File: src/rtl/mem_arb_pkg.sv
// Shared types and constants for the memory-port arbiter: FSM states, owner encoding and
// default bus widths.
package mem_arb_pkg;

  typedef enum logic [1:0] {
    StIdle,
    StBusy,
    StResp
  } arb_state_e;

  typedef enum logic {
    OwnIf = 1'b0,
    OwnDm = 1'b1
  } owner_e;

  localparam int unsigned DefAddrW = 8;
  localparam int unsigned DefDataW = 8;
  localparam int unsigned CntW     = 3;

endpackage

File: src/rtl/mem_wait_counter.sv
// Latency counter for the memory port: counts BUSY cycles and flags when the configured read
// latency has elapsed.
module mem_wait_counter
  import mem_arb_pkg::*;
#(
  parameter int unsigned MEM_LAT = 1
) (
  input  logic clk_i,
  input  logic rst_i,
  input  logic clr_i,
  input  logic en_i,
  output logic done_o
);

  logic [CntW-1:0] cnt_q, cnt_d;

  assign done_o = (cnt_q == CntW'(MEM_LAT));

  // Saturates at MEM_LAT so the 3-bit count never wraps.
  always_comb begin
    cnt_d = cnt_q;
    if (clr_i) begin
      cnt_d = '0;
    end else if (en_i && !done_o) begin
      cnt_d = cnt_q + CntW'(1);
    end
  end

  always_ff @(posedge clk_i) begin
    if (rst_i) begin
      cnt_q <= '0;
    end else begin
      cnt_q <= cnt_d;
    end
  end

endmodule

File: src/rtl/mem_port_arbiter.sv
// Shares the single memory port between instruction fetch (IF) and data (DM) requesters.
// Define ARB_RR_EN for round-robin on contention; otherwise DM has fixed priority over IF.
module mem_port_arbiter
  import mem_arb_pkg::*;
#(
  parameter int unsigned ADDR_W  = DefAddrW,
  parameter int unsigned DATA_W  = DefDataW,
  parameter int unsigned MEM_LAT = 1
) (
  input  logic              clk,
  input  logic              rst,
  input  logic              if_req,
  input  logic [ADDR_W-1:0] if_addr,
  output logic              if_ack,
  output logic [DATA_W-1:0] if_rdata,
  input  logic              dm_req,
  input  logic              dm_we,
  input  logic [ADDR_W-1:0] dm_addr,
  input  logic [DATA_W-1:0] dm_wdata,
  output logic              dm_ack,
  output logic [DATA_W-1:0] dm_rdata,
  output logic              mem_en,
  output logic              mem_we,
  output logic [ADDR_W-1:0] mem_addr,
  output logic [DATA_W-1:0] mem_wdata,
  input  logic [DATA_W-1:0] mem_rdata,
  output logic              grant_dm,
  output logic              busy
);

  arb_state_e        state_q, state_d;
  owner_e            owner_q, owner_d;
  logic [ADDR_W-1:0] addr_q, addr_d;
  logic [DATA_W-1:0] wdata_q, wdata_d;
  logic [DATA_W-1:0] if_rdata_q, if_rdata_d;
  logic [DATA_W-1:0] dm_rdata_q, dm_rdata_d;
  logic              mem_en_q, mem_en_d;
  logic              mem_we_q, mem_we_d;
  logic              if_ack_q, if_ack_d;
  logic              dm_ack_q, dm_ack_d;
  logic              cnt_clr, cnt_en, cnt_done;
  logic              pick_dm;

`ifdef ARB_RR_EN
  // owner_q only changes on a grant, so it doubles as the last-owner flag.
  assign pick_dm = dm_req && (!if_req || (owner_q == OwnIf));
`else
  assign pick_dm = dm_req;
`endif

  mem_wait_counter #(
    .MEM_LAT (MEM_LAT)
  ) u_wait_counter (
    .clk_i  (clk),
    .rst_i  (rst),
    .clr_i  (cnt_clr),
    .en_i   (cnt_en),
    .done_o (cnt_done)
  );

  always_comb begin
    state_d    = state_q;
    owner_d    = owner_q;
    addr_d     = addr_q;
    wdata_d    = wdata_q;
    if_rdata_d = if_rdata_q;
    dm_rdata_d = dm_rdata_q;
    mem_en_d   = mem_en_q;
    mem_we_d   = 1'b0;
    if_ack_d   = 1'b0;
    dm_ack_d   = 1'b0;
    cnt_clr    = 1'b1;
    cnt_en     = 1'b0;

    unique case (state_q)
      StIdle: begin
        if (if_req || dm_req) begin
          state_d  = StBusy;
          owner_d  = pick_dm ? OwnDm : OwnIf;
          addr_d   = pick_dm ? dm_addr : if_addr;
          mem_en_d = 1'b1;
          // Write strobe only in the first BUSY cycle so each access writes once.
          mem_we_d = pick_dm && dm_we;
          if (pick_dm) begin
            wdata_d = dm_wdata;
          end
        end
      end
      StBusy: begin
        cnt_clr = 1'b0;
        cnt_en  = 1'b1;
        if (cnt_done) begin
          state_d  = StResp;
          mem_en_d = 1'b0;
          if (owner_q == OwnDm) begin
            dm_ack_d   = 1'b1;
            dm_rdata_d = mem_rdata;
          end else begin
            if_ack_d   = 1'b1;
            if_rdata_d = mem_rdata;
          end
        end
      end
      StResp: begin
        state_d = StIdle;
      end
      default: begin
        state_d = StIdle;
      end
    endcase
  end

  always_ff @(posedge clk) begin
    if (rst) begin
      state_q    <= StIdle;
      owner_q    <= OwnIf;
      addr_q     <= '0;
      wdata_q    <= '0;
      if_rdata_q <= '0;
      dm_rdata_q <= '0;
      mem_en_q   <= 1'b0;
      mem_we_q   <= 1'b0;
      if_ack_q   <= 1'b0;
      dm_ack_q   <= 1'b0;
    end else begin
      state_q    <= state_d;
      owner_q    <= owner_d;
      addr_q     <= addr_d;
      wdata_q    <= wdata_d;
      if_rdata_q <= if_rdata_d;
      dm_rdata_q <= dm_rdata_d;
      mem_en_q   <= mem_en_d;
      mem_we_q   <= mem_we_d;
      if_ack_q   <= if_ack_d;
      dm_ack_q   <= dm_ack_d;
    end
  end

  assign if_ack    = if_ack_q;
  assign dm_ack    = dm_ack_q;
  assign if_rdata  = if_rdata_q;
  assign dm_rdata  = dm_rdata_q;
  assign mem_en    = mem_en_q;
  assign mem_we    = mem_we_q;
  assign mem_addr  = addr_q;
  assign mem_wdata = wdata_q;
  assign grant_dm  = (owner_q == OwnDm);
  assign busy      = (state_q != StIdle);

endmodule

File: config.mk
export PLATFORM = sky130hd
export DESIGN_NAME = mem_port_arbiter
export DESIGN_NICKNAME = d
export VERILOG_FILES = /design/src/rtl/mem_arb_pkg.sv /design/src/rtl/mem_wait_counter.sv /design/src/rtl/mem_port_arbiter.sv
export SDC_FILE = /design/constraint.sdc
export NUM_CORES = 1
export LEC_CHECK = 0
export CELL_PAD_IN_SITES_DETAIL_PLACEMENT = 2
export CELL_PAD_IN_SITES_GLOBAL_PLACEMENT = 2
export CORE_ASPECT_RATIO = 0.7
export CORE_UTILIZATION = 27
export DETAILED_ROUTE_END_ITERATION = 10
export PLACE_DENSITY = 0.93
export SKIP_LAST_GASP = 1
export SYNTH_ARGS = -nofsm -noshare
export SYNTH_HDL_FRONTEND = slang
export SYNTH_SLANG_ARGS = --single-unit
File: constraint.sdc
create_clock -name clk -period 3.32 [get_ports clk]
set_input_delay 0.664 -clock clk [delete_from_list [all_inputs] [get_ports clk]]
set_output_delay 0.664 -clock clk [all_outputs]
set_load 0.005 [all_outputs]
# Yosys cells after proc, flatten, opt, wreduce, memory -nomap -nowiden
# Index checks and enable logic that the tools add are counted.
[word_totals]
reg_bits = 42
in_bits = 37
out_inout_bits = 38
elab_cells = 48
[classes]
addsub = 1
eq_ne = 4
n_mux = 11
bitwise = 5
reduce_logical = 16
[ops]
columns = ["cell", "count"]
rows = [
  ["$reduce_and 3->1", 4],
  ["$mux 8", 1],
  ["$mux 1", 6],
  ["$reduce_or 3->1", 2],
  ["$not 1->1", 5],
  ["$mux 2", 2],
  ["$pmux 2 s2", 1],
  ["$reduce_and 2->1", 2],
  ["$reduce_bool 2->1", 2],
  ["$add 3x1->3 const B", 1],
  ["$eq 3x1->1 const B", 1],
  ["$eq 2x1->1 const B", 1],
  ["$logic_and 1x1->1", 2],
  ["$logic_not 2->1", 1],
  ["$ne 2x1->1 const B", 1],
  ["$ne 2x2->1 const B", 1],
  ["$pmux 1 s2", 1],
  ["$reduce_or 2->1", 1],
  ["$logic_not 1->1", 1],
  ["$logic_or 1x1->1", 1],
]

# Logic depth before layout (Yosys ltp)
# Gate-level depths: netlist of the first run.
[depth]
ltp_word = 3
mapped_depth = 6
depth_no_buf = 5

# Hierarchy
# Synthesis of the first run repeated with hierarchy kept, for this count alone.
[unflattened]
hier_cells = 184
hier_area_um2 = 1720.4
[by_module_without_submodules]
columns = ["module", "instances", "cells_each", "area_per_inst_um2", "seq_area_each_um2"]
rows = [
  ["mem_port_arbiter", 1, 164, 1549.0, 780.7],
  ["mem_wait_counter", 1, 20, 171.4, 60.1],
]

# Worst setup path before layout of the first run
# No wires, ideal clock.
[synth_timing]
path_kind = "input to register"
from = "input port dm_req"
to = "register wdata_q[0] (netlist: mem_wdata[0])"
setup_time_ns = 0.128
t_arrival_ns = 1.433
t_required_ns = 3.192
path_slack_ns = 1.760
path_stages = 5
n_path_buf = 2
path_cell_list = "buf_4 > nor3b_1 > buf_4 > mux2i_1 > nor2_1"
[synth_between]
elab_chain_cells = 2
[synth_rtl]
columns = ["element", "line", "text"]
rows = [
  ["from (decl)", "mem_port_arbiter.sv:16", "input logic dm_req,"],
  ["$logic_or 1x1->1", "mem_port_arbiter.sv:77", "if (if_req || dm_req) begin"],
  ["$reduce_and 3->1 (no line) *", "n/a", ""],
  ["to (signal assigned)", "mem_port_arbiter.sv:129", "wdata_q <= wdata_d;"],
  ["to (decl)", "mem_port_arbiter.sv:34", "logic [DATA_W-1:0] wdata_q, wdata_d;"],
]
# Mark *: on every way between the ends. The rest lies on a longest branch, timed or not.
# A chain may end at the register's enable or synchronous reset.

# Final worst setup path of the first run
[layout_timing]
from = "register state_q[0]"
to = "output port busy"
[layout_between]
elab_chain_cells = 1
[layout_rtl]
columns = ["element", "line", "text"]
rows = [
  ["from (decl)", "mem_port_arbiter.sv:31", "arb_state_e state_q, state_d;"],
  ["from (signal assigned)", "mem_port_arbiter.sv:115", "state_q <= StIdle;"],
  ["from (signal assigned)", "mem_port_arbiter.sv:126", "state_q <= state_d;"],
  ["$reduce_bool 2->1", "mem_port_arbiter.sv:148", "assign busy = (state_q != StIdle);"],
  ["to (decl)", "mem_port_arbiter.sv:28", "output logic busy"],
]
# No other way between the ends.

==> key figures, run 1 <==
Clock tree
  – Num CTS Buffers: 5
  – Clk_lat worst skew: 0.29 ns
  – Post-CTS setup buffers: 0
  – CTS clk-pin slew, worst paths: 0.08 ns
  – CTS Buffer Depth: 2
  – Clock Tree Root: clkbuf_8
  – # H-tree levels: 2
  – Post_cts resized: 0
  – CTS tree: yes
  – Clk sink count: 42
  – Hold_buf cts: 0

Yosys
  – Syn Area/Cell: 10.7 sq um
  – Register area share after synthesis: 47.6%
  – Library cells used by synthesis: 24
  – Syn nets: 205
  – Synthesized flop and latch total: 42
  – Synth Warn #: 0
  – Mapped Area: 0.00177 sq mm
  – Cell count after synthesis: 166

STA
  – Hold WS: 0.478 ns
  – Fmax achieved: 0.451 GHz
  – Final period util: 66.9%
  – Max Transition Viols Final: 0
  – Fin. Hold Viols: 0
  – Fin crit period: 2.22 ns
  – Setup violators final: 0
  – Slew margin rel.: 48.8%
  – Setup TNS: 0 ns
  – Worst slew pin tran: 0.769 ns
  – Final Skew: 0.00664 ns
  – RSZ-0062 raised after global routing: no

Setup path
  – CP max stage delay: 0.49 ns
  – Reg2reg end: if_rdata[6]$_SDFFE_PP0P_
  – Crit-path cells: nor2_1 -> buf_4 -> inv_1 -> clkdlybuf4s50_1
  – Worst EP required: 2.66 ns
  – Crit path arrival time: 1.56 ns
  – Worst-path maximum fanout: 13
  – Critical path class: flop to output port
  – Delay-heaviest family, CP: buffers and inverters
  – Slowest CP cell: clkdlybuf4s50_1
  – Setup crit end kind: output port
  – Crit path buf inv count: 3
  – Reg2reg start: u_wait_counter.cnt_q[0]$_SDFFE_PP0P_
  – Setup crit start kind: flop
  – R2R cell count: 4
  – Reg-to-reg slack, setup: 1.67 ns
  – CP Depth: 4

Placement
  – # port buffers: 74
  – Placer congestion estimate: 0.646
  – DP Cell Count: 310
  – Post-DP HPWL: 3600 microns

Routing
  – Via-to-Cell Ratio: 4.52
  – ANT nets after route: 0
  – Vias post-DR: 1437
  – DRT iter0 DRCs: 20
  – Remaining DRCs: 0
  – Wire per inst: 15.0 microns
  – Drt pass-1 iters: 4
  – DRT Wirelength: 4780 microns

Layout
  – Layout cells sized above 1: 9.17%
  – ANT cells: 0
  – Fin nets: 278
  – # fillers: 658
  – Synth-to-Final Area Change: 50.0%
  – Multi-input gate area: 852 sq um
  – Register Area: 841 sq um
  – Core Util, Final: 42.2%
  – Non-Filler Instances: 318

Min path
  – Hold Path Sink: if_rdata[7]$_SDFFE_PP0P_
  – Hold path depth: 2
  – HP Start: if_rdata[7]$_SDFFE_PP0P_
  – Hold Crit Class: flop to flop

Flow run
  – MaxCap Viol Count: 0

Power and ir drop
  – Net Sw Frac: 25.0%
  – Flop pwr share: 50.0%
  – Int Power: 0.825 mW
  – Clock Power Share: 30.8%
  – Tot Pwr: 1.10 mW
  – Worst vdd ir: 0.161 mV
  – Lkg Pwr: 1.03 nW
  – Power density over the cells: 415 mW/mm^2
  – Sw Pwr: 0.275 mW
  – Comb power frac: 19.2%

Global route
  – First-pass GRT wire length: 7920 microns
  – Global route overflow: 0
  – Vias in the first global route: 1592
  – Initial antenna violation count: 0
  – Largest net degree at the start of global routing: 48
  – Gr usage total: 14.9%

Floorplan
  – IO Pins: 75
  – Core area: 0.00628 sq mm
  – Die area: 0.00688 sq mm
  – Chip height: 69.7 microns
  – Initial Util: 28.2%
  – Die Wd: 98.7 microns
  – Row cnt: 24

Status
  – Status: finished clean
[worst register-to-register path, cell delays in order, from the launching register on]
cell	delay (ns)
dfxtp_1	0.39
ha_1	0.28
nand4bb_4	0.15
nor2_2	0.47
mux2i_1	0.29
[cell usage in the layout (no fill, tap or decap)]
cell type and instances:
nor3b_1 1, mux2i_1 33, clkbuf_1 1, a211oi_1 1, nand2_1 3, dfxtp_1 42, nor3_1 1, nand4bb_4 1
and2_1 1, nand3b_1 1, inv_1 3, xnor2_1 1, a211oi_2 8, ha_1 2, a21oi_1 11, nand2b_1 25
a21o_1 1, or2_1 2, nor2_2 1, clkdlybuf4s50_1 73, buf_2 1, clkinv_2 1, or3b_1 1, buf_4 3
nor2_1 15, nor3b_2 1, clkbuf_8 6
[power groups by stage]
stage / Clock, mW / Sequential (mW) / Combinational [mW]
final: 0.339 / 0.550 / 0.211
after global routing: 0.373 / 0.554 / 0.229
after CTS: 0.351 / 0.551 / 0.215
after detailed placement: 0 / 0.562 / 0.214
after global placement: 0 / 0.561 / 0.206
after floorplan: 0 / 0.560 / 0.0997
[through the flow]
step,setup WS (ns),cell area (sq um)
finish,1.10,2650
global route,1.03,2650
detailed placement,0.885,2560
CTS,1.08,2650
global placement,0.948,2560
floorplan,1.76,1770
[cell type report]
cell class,count,area share [%]
multi-input cells,110,32.1
flip-flops and latches,42,31.7
repair buffers,77,28.6
well taps,78,3.68
clock buffers,7,3.26
inverters,3,0.425
clock inverters,1,0.189
[cell usage after synthesis, drive strengths merged]
cell type | n | area, sq um
dfxtp | 42 | 841
mux2i | 33 | 330
nand2b | 25 | 156
nor2 | 16 | 62.6
a21oi | 11 | 55.1
a211oi | 9 | 108
buf | 8 | 57.6
clkbuf | 3 | 11.3
inv | 3 | 11.3
nand2 | 3 | 11.3
ha | 2 | 25.0
nor3b | 2 | 15.0
or2 | 2 | 12.5
a21o | 1 | 7.51
and2 | 1 | 6.26
nand3b | 1 | 7.51
nand4bb | 1 | 27.5
nor3 | 1 | 5.00
or3b | 1 | 8.76
xnor2 | 1 | 8.76
[logic make-up (layout without fill, tap and decap cells)]
group / Yosys count / count (layout) / share of synthesized area (%)
mux: 33 / 33 / 18.7
xor+xnor: 1 / 1 / 0.495
buf+inv: 14 / 88 / 4.53
fa+ha+maj: 2 / 2 / 1.42
simple gates: 53 / 53 / 17.7
flops: 42 / 42 / 47.6
compound gates: 21 / 21 / 9.63
[registers in the layout, indices dropped and copies added (netlist names)]
| register | cells |
|---|---|
| dm_rdata | 8 |
| if_rdata | 8 |
| mem_addr | 8 |
| mem_wdata | 8 |
| u_wait_counter.cnt_q | 3 |
| state_q | 2 |
| dm_ack | 1 |
| grant_dm | 1 |
| if_ack | 1 |
| mem_en | 1 |
| mem_we | 1 |
[worst max path at each step]
stage                                        from                         to  slack (ns)
final                     state_q[0]$_SDFFE_PP0P_                       busy        1.10
after global routing      state_q[0]$_SDFFE_PP0P_                       busy        1.03
after CTS                 state_q[0]$_SDFFE_PP0P_                       busy        1.08
after detailed placement                   dm_req   mem_addr[7]$_SDFFE_PP0P_        0.88
after global placement                     dm_req   mem_addr[6]$_SDFFE_PP0P_        0.95
after floorplan                            dm_req  mem_wdata[0]$_SDFFE_PP0P_        1.76
[routing by layer]
layer,wire length (microns),vias up,GRT usage (%)
met1,2080,689,17.7
li1,-,703,-
met4,47,0,4.48
met3,192,5,2.92
met5,0,-,0
met2,2460,40,27.0
(Power assumes the default switching activity.)
==> inputs of run 2 (changes only) <==
--- a/config.mk
+++ b/config.mk
@@ -8,9 +8,9 @@
 export CELL_PAD_IN_SITES_DETAIL_PLACEMENT = 2
 export CELL_PAD_IN_SITES_GLOBAL_PLACEMENT = 2
 export CORE_ASPECT_RATIO = 0.7
-export CORE_UTILIZATION = 27
+export CORE_UTILIZATION = 25
 export DETAILED_ROUTE_END_ITERATION = 10
-export PLACE_DENSITY = 0.93
+export PLACE_DENSITY = 0.87
 export SKIP_LAST_GASP = 1
 export SYNTH_ARGS = -nofsm -noshare
 export SYNTH_HDL_FRONTEND = slang
==> constraint.sdc (replaced) <==
create_clock -name clk -period 2.1 [get_ports clk]
set_input_delay 0.42 -clock clk [delete_from_list [all_inputs] [get_ports clk]]
set_output_delay 0.42 -clock clk [all_outputs]
set_load 0.005 [all_outputs]
==> key figures, run 2 (synthesis gave the netlist of run 1 again) <==
Status
  – Status: finished clean

Setup path
  – Setup crit end kind: output port
  – Reg2reg start: u_wait_counter.cnt_q[0]$_SDFFE_PP0P_
  – Setup crit start kind: flop
  – Reg-to-reg slack, setup: 0.51 ns
  – R2R cell count: 4
  – Worst-path maximum fanout: 5
  – Worst EP required: 1.68 ns
  – Critical path class: flop to output port
  – Crit path arrival time: 1.41 ns
  – Reg2reg end: dm_rdata[0]$_SDFFE_PP0P_

Floorplan
  – IO Pins: 75
  – Chip height: 72.4 microns
  – Row cnt: 25
  – Die Wd: 103 microns
  – Die area: 0.00742 sq mm
  – Core area: 0.00679 sq mm
  – Initial Util: 26.0%

Clock tree
  – Clock Tree Root: clkbuf_8
  – # H-tree levels: 2
  – CTS clk-pin slew, worst paths: 0.08 ns
  – CTS Buffer Depth: 2
  – Clk sink count: 42
  – Post_cts resized: 0
  – Num CTS Buffers: 5
  – Hold_buf cts: 0
  – Post-CTS setup buffers: 0
  – CTS tree: yes
  – Clk_lat worst skew: 0.30 ns

STA
  – Setup TNS: 0 ns
  – Final period util: 87.0%
  – RSZ-0062 raised after global routing: no
  – Setup violators final: 0
  – Final Skew: 0.00647 ns
  – Slew margin rel.: 62.2%
  – Max Transition Viols Final: 0
  – Fin. Hold Viols: 0
  – Worst slew pin tran: 0.566 ns
  – Fin crit period: 1.83 ns
  – PnR worst setup slack: 0.272 ns
  – Fmax achieved: 0.547 GHz

Routing
  – Wire per inst: 14.9 microns
  – ANT nets after route: 0
  – Vias post-DR: 1470
  – Remaining DRCs: 0
  – Via-to-Cell Ratio: 4.36
  – DRT Wirelength: 5020 microns
  – Drt pass-1 iters: 2
  – DRT iter0 DRCs: 26

Min path
  – Hold path depth: 2
  – HP Start: dm_rdata[7]$_SDFFE_PP0P_
  – Hold Path Sink: dm_rdata[7]$_SDFFE_PP0P_
  – Hold Crit Class: flop to flop

Placement
  – Area after DPL: 0.00260 sq mm
  – Post-DP HPWL: 3800 microns
  – Placer congestion estimate: 0.713
  – # port buffers: 74
  – Pre-CTS WS: 0.0469 ns

Power and ir drop
  – Power density over the cells: 732 mW/mm^2
  – Worst vdd ir: 0.291 mV
  – Tot Pwr: 2.01 mW
  – Lkg Pwr: 1.06 nW

Layout
  – Most common cell after layout, fill and taps aside: clkdlybuf4s50_1
  – ANT cells: 0
  – Core Util, Final: 40.4%
  – Layout cells sized above 1: 10.7%
  – Fin nets: 281
  – Synth-to-Final Area Change: 55.3%
  – Commonest cells after routing, fill and taps aside: 73 x clkdlybuf4s50_1, 42 x dfxtp_1, 33 x mux2i_1
  – Post-layout instance area: 0.00275 sq mm

Global route
  – Largest net degree at the start of global routing: 20
  – Global route overflow: 0
  – Initial antenna violation count: 0
  – First-pass GRT wire length: 8200 microns
  – Vias in the first global route: 1664
  – Gr usage total: 14.7%

Flow run
  – MaxCap Viol Count: 0
[run 2: layout make-up]
type,count,area (sq um)
Fill cell,739,4040
Clock inverter,2,60.1
Inverter,3,11.3
Sequential cell,42,841
Multi-Input combinational cell,110,852
Timing Repair Buffer,80,781
Tap cell,94,118
Clock buffer,6,82.6
[run 2: critical path: stages, from the launching register on]
cell             delay [ns]
dfxtp_1                0.47
nor2_1                 0.09
inv_1                  0.06
clkdlybuf4s50_1        0.50
[run 2: how the worst max path moves through the flow]
stage	start	endpoint	slack, ns	depth (start not counted)
after floorplan	u_wait_counter.cnt_q[0]$_SDFFE_PP0P_	if_rdata[0]$_SDFFE_PP0P_	0.76	4
after global placement	dm_req	mem_addr[0]$_SDFFE_PP0P_	0.14	4
after detailed placement	dm_req	mem_addr[2]$_SDFFE_PP0P_	0.05	4
after CTS	state_q[0]$_SDFFE_PP0P_	busy	0.24	3
after global routing	state_q[0]$_SDFFE_PP0P_	busy	0.17	3
final	state_q[0]$_SDFFE_PP0P_	busy	0.27	3
[run 2: metrics by stage]
step | cells | hold slack, ns
3_3_place_gp | 329 | 0.450
6_report | 337 | 0.483
2_1_floorplan | 166 | 0.453
4_1_cts | 337 | 0.486
3_5_place_dp | 329 | 0.459
5_1_grt | 337 | 0.504
[run 2: per-layer routing]
metal | vias to the layer above | global-route usage, % | routed length [microns]
met2 | 43 | 26.4 | 2520
met3 | 5 | 4.14 | 268
met4 | 0 | 3.81 | 53
li1 | 714 | - | -
met1 | 708 | 17.2 | 2170
met5 | - | 0 | 0
[run 2: report_power, final]
part | leakage, nW | internal, mW | switching, mW
registers | 0.343 | 0.840 | 0.0296
logic | 0.650 | 0.202 | 0.138
clock network | 0.0714 | 0.507 | 0.292
total | 1.06 | 1.55 | 0.460
==> inputs of run 3 (changes only) <==
--- a/config.mk
+++ b/config.mk
@@ -5,6 +5,7 @@
 export SDC_FILE = /design/constraint.sdc
 export NUM_CORES = 1
 export LEC_CHECK = 0
+export CAP_MARGIN = 40
 export CELL_PAD_IN_SITES_DETAIL_PLACEMENT = 2
 export CELL_PAD_IN_SITES_GLOBAL_PLACEMENT = 2
 export CORE_ASPECT_RATIO = 0.7
==> results of run 3 <==
Same layout as run 2: the final DEF is identical, and so are final timing and power.
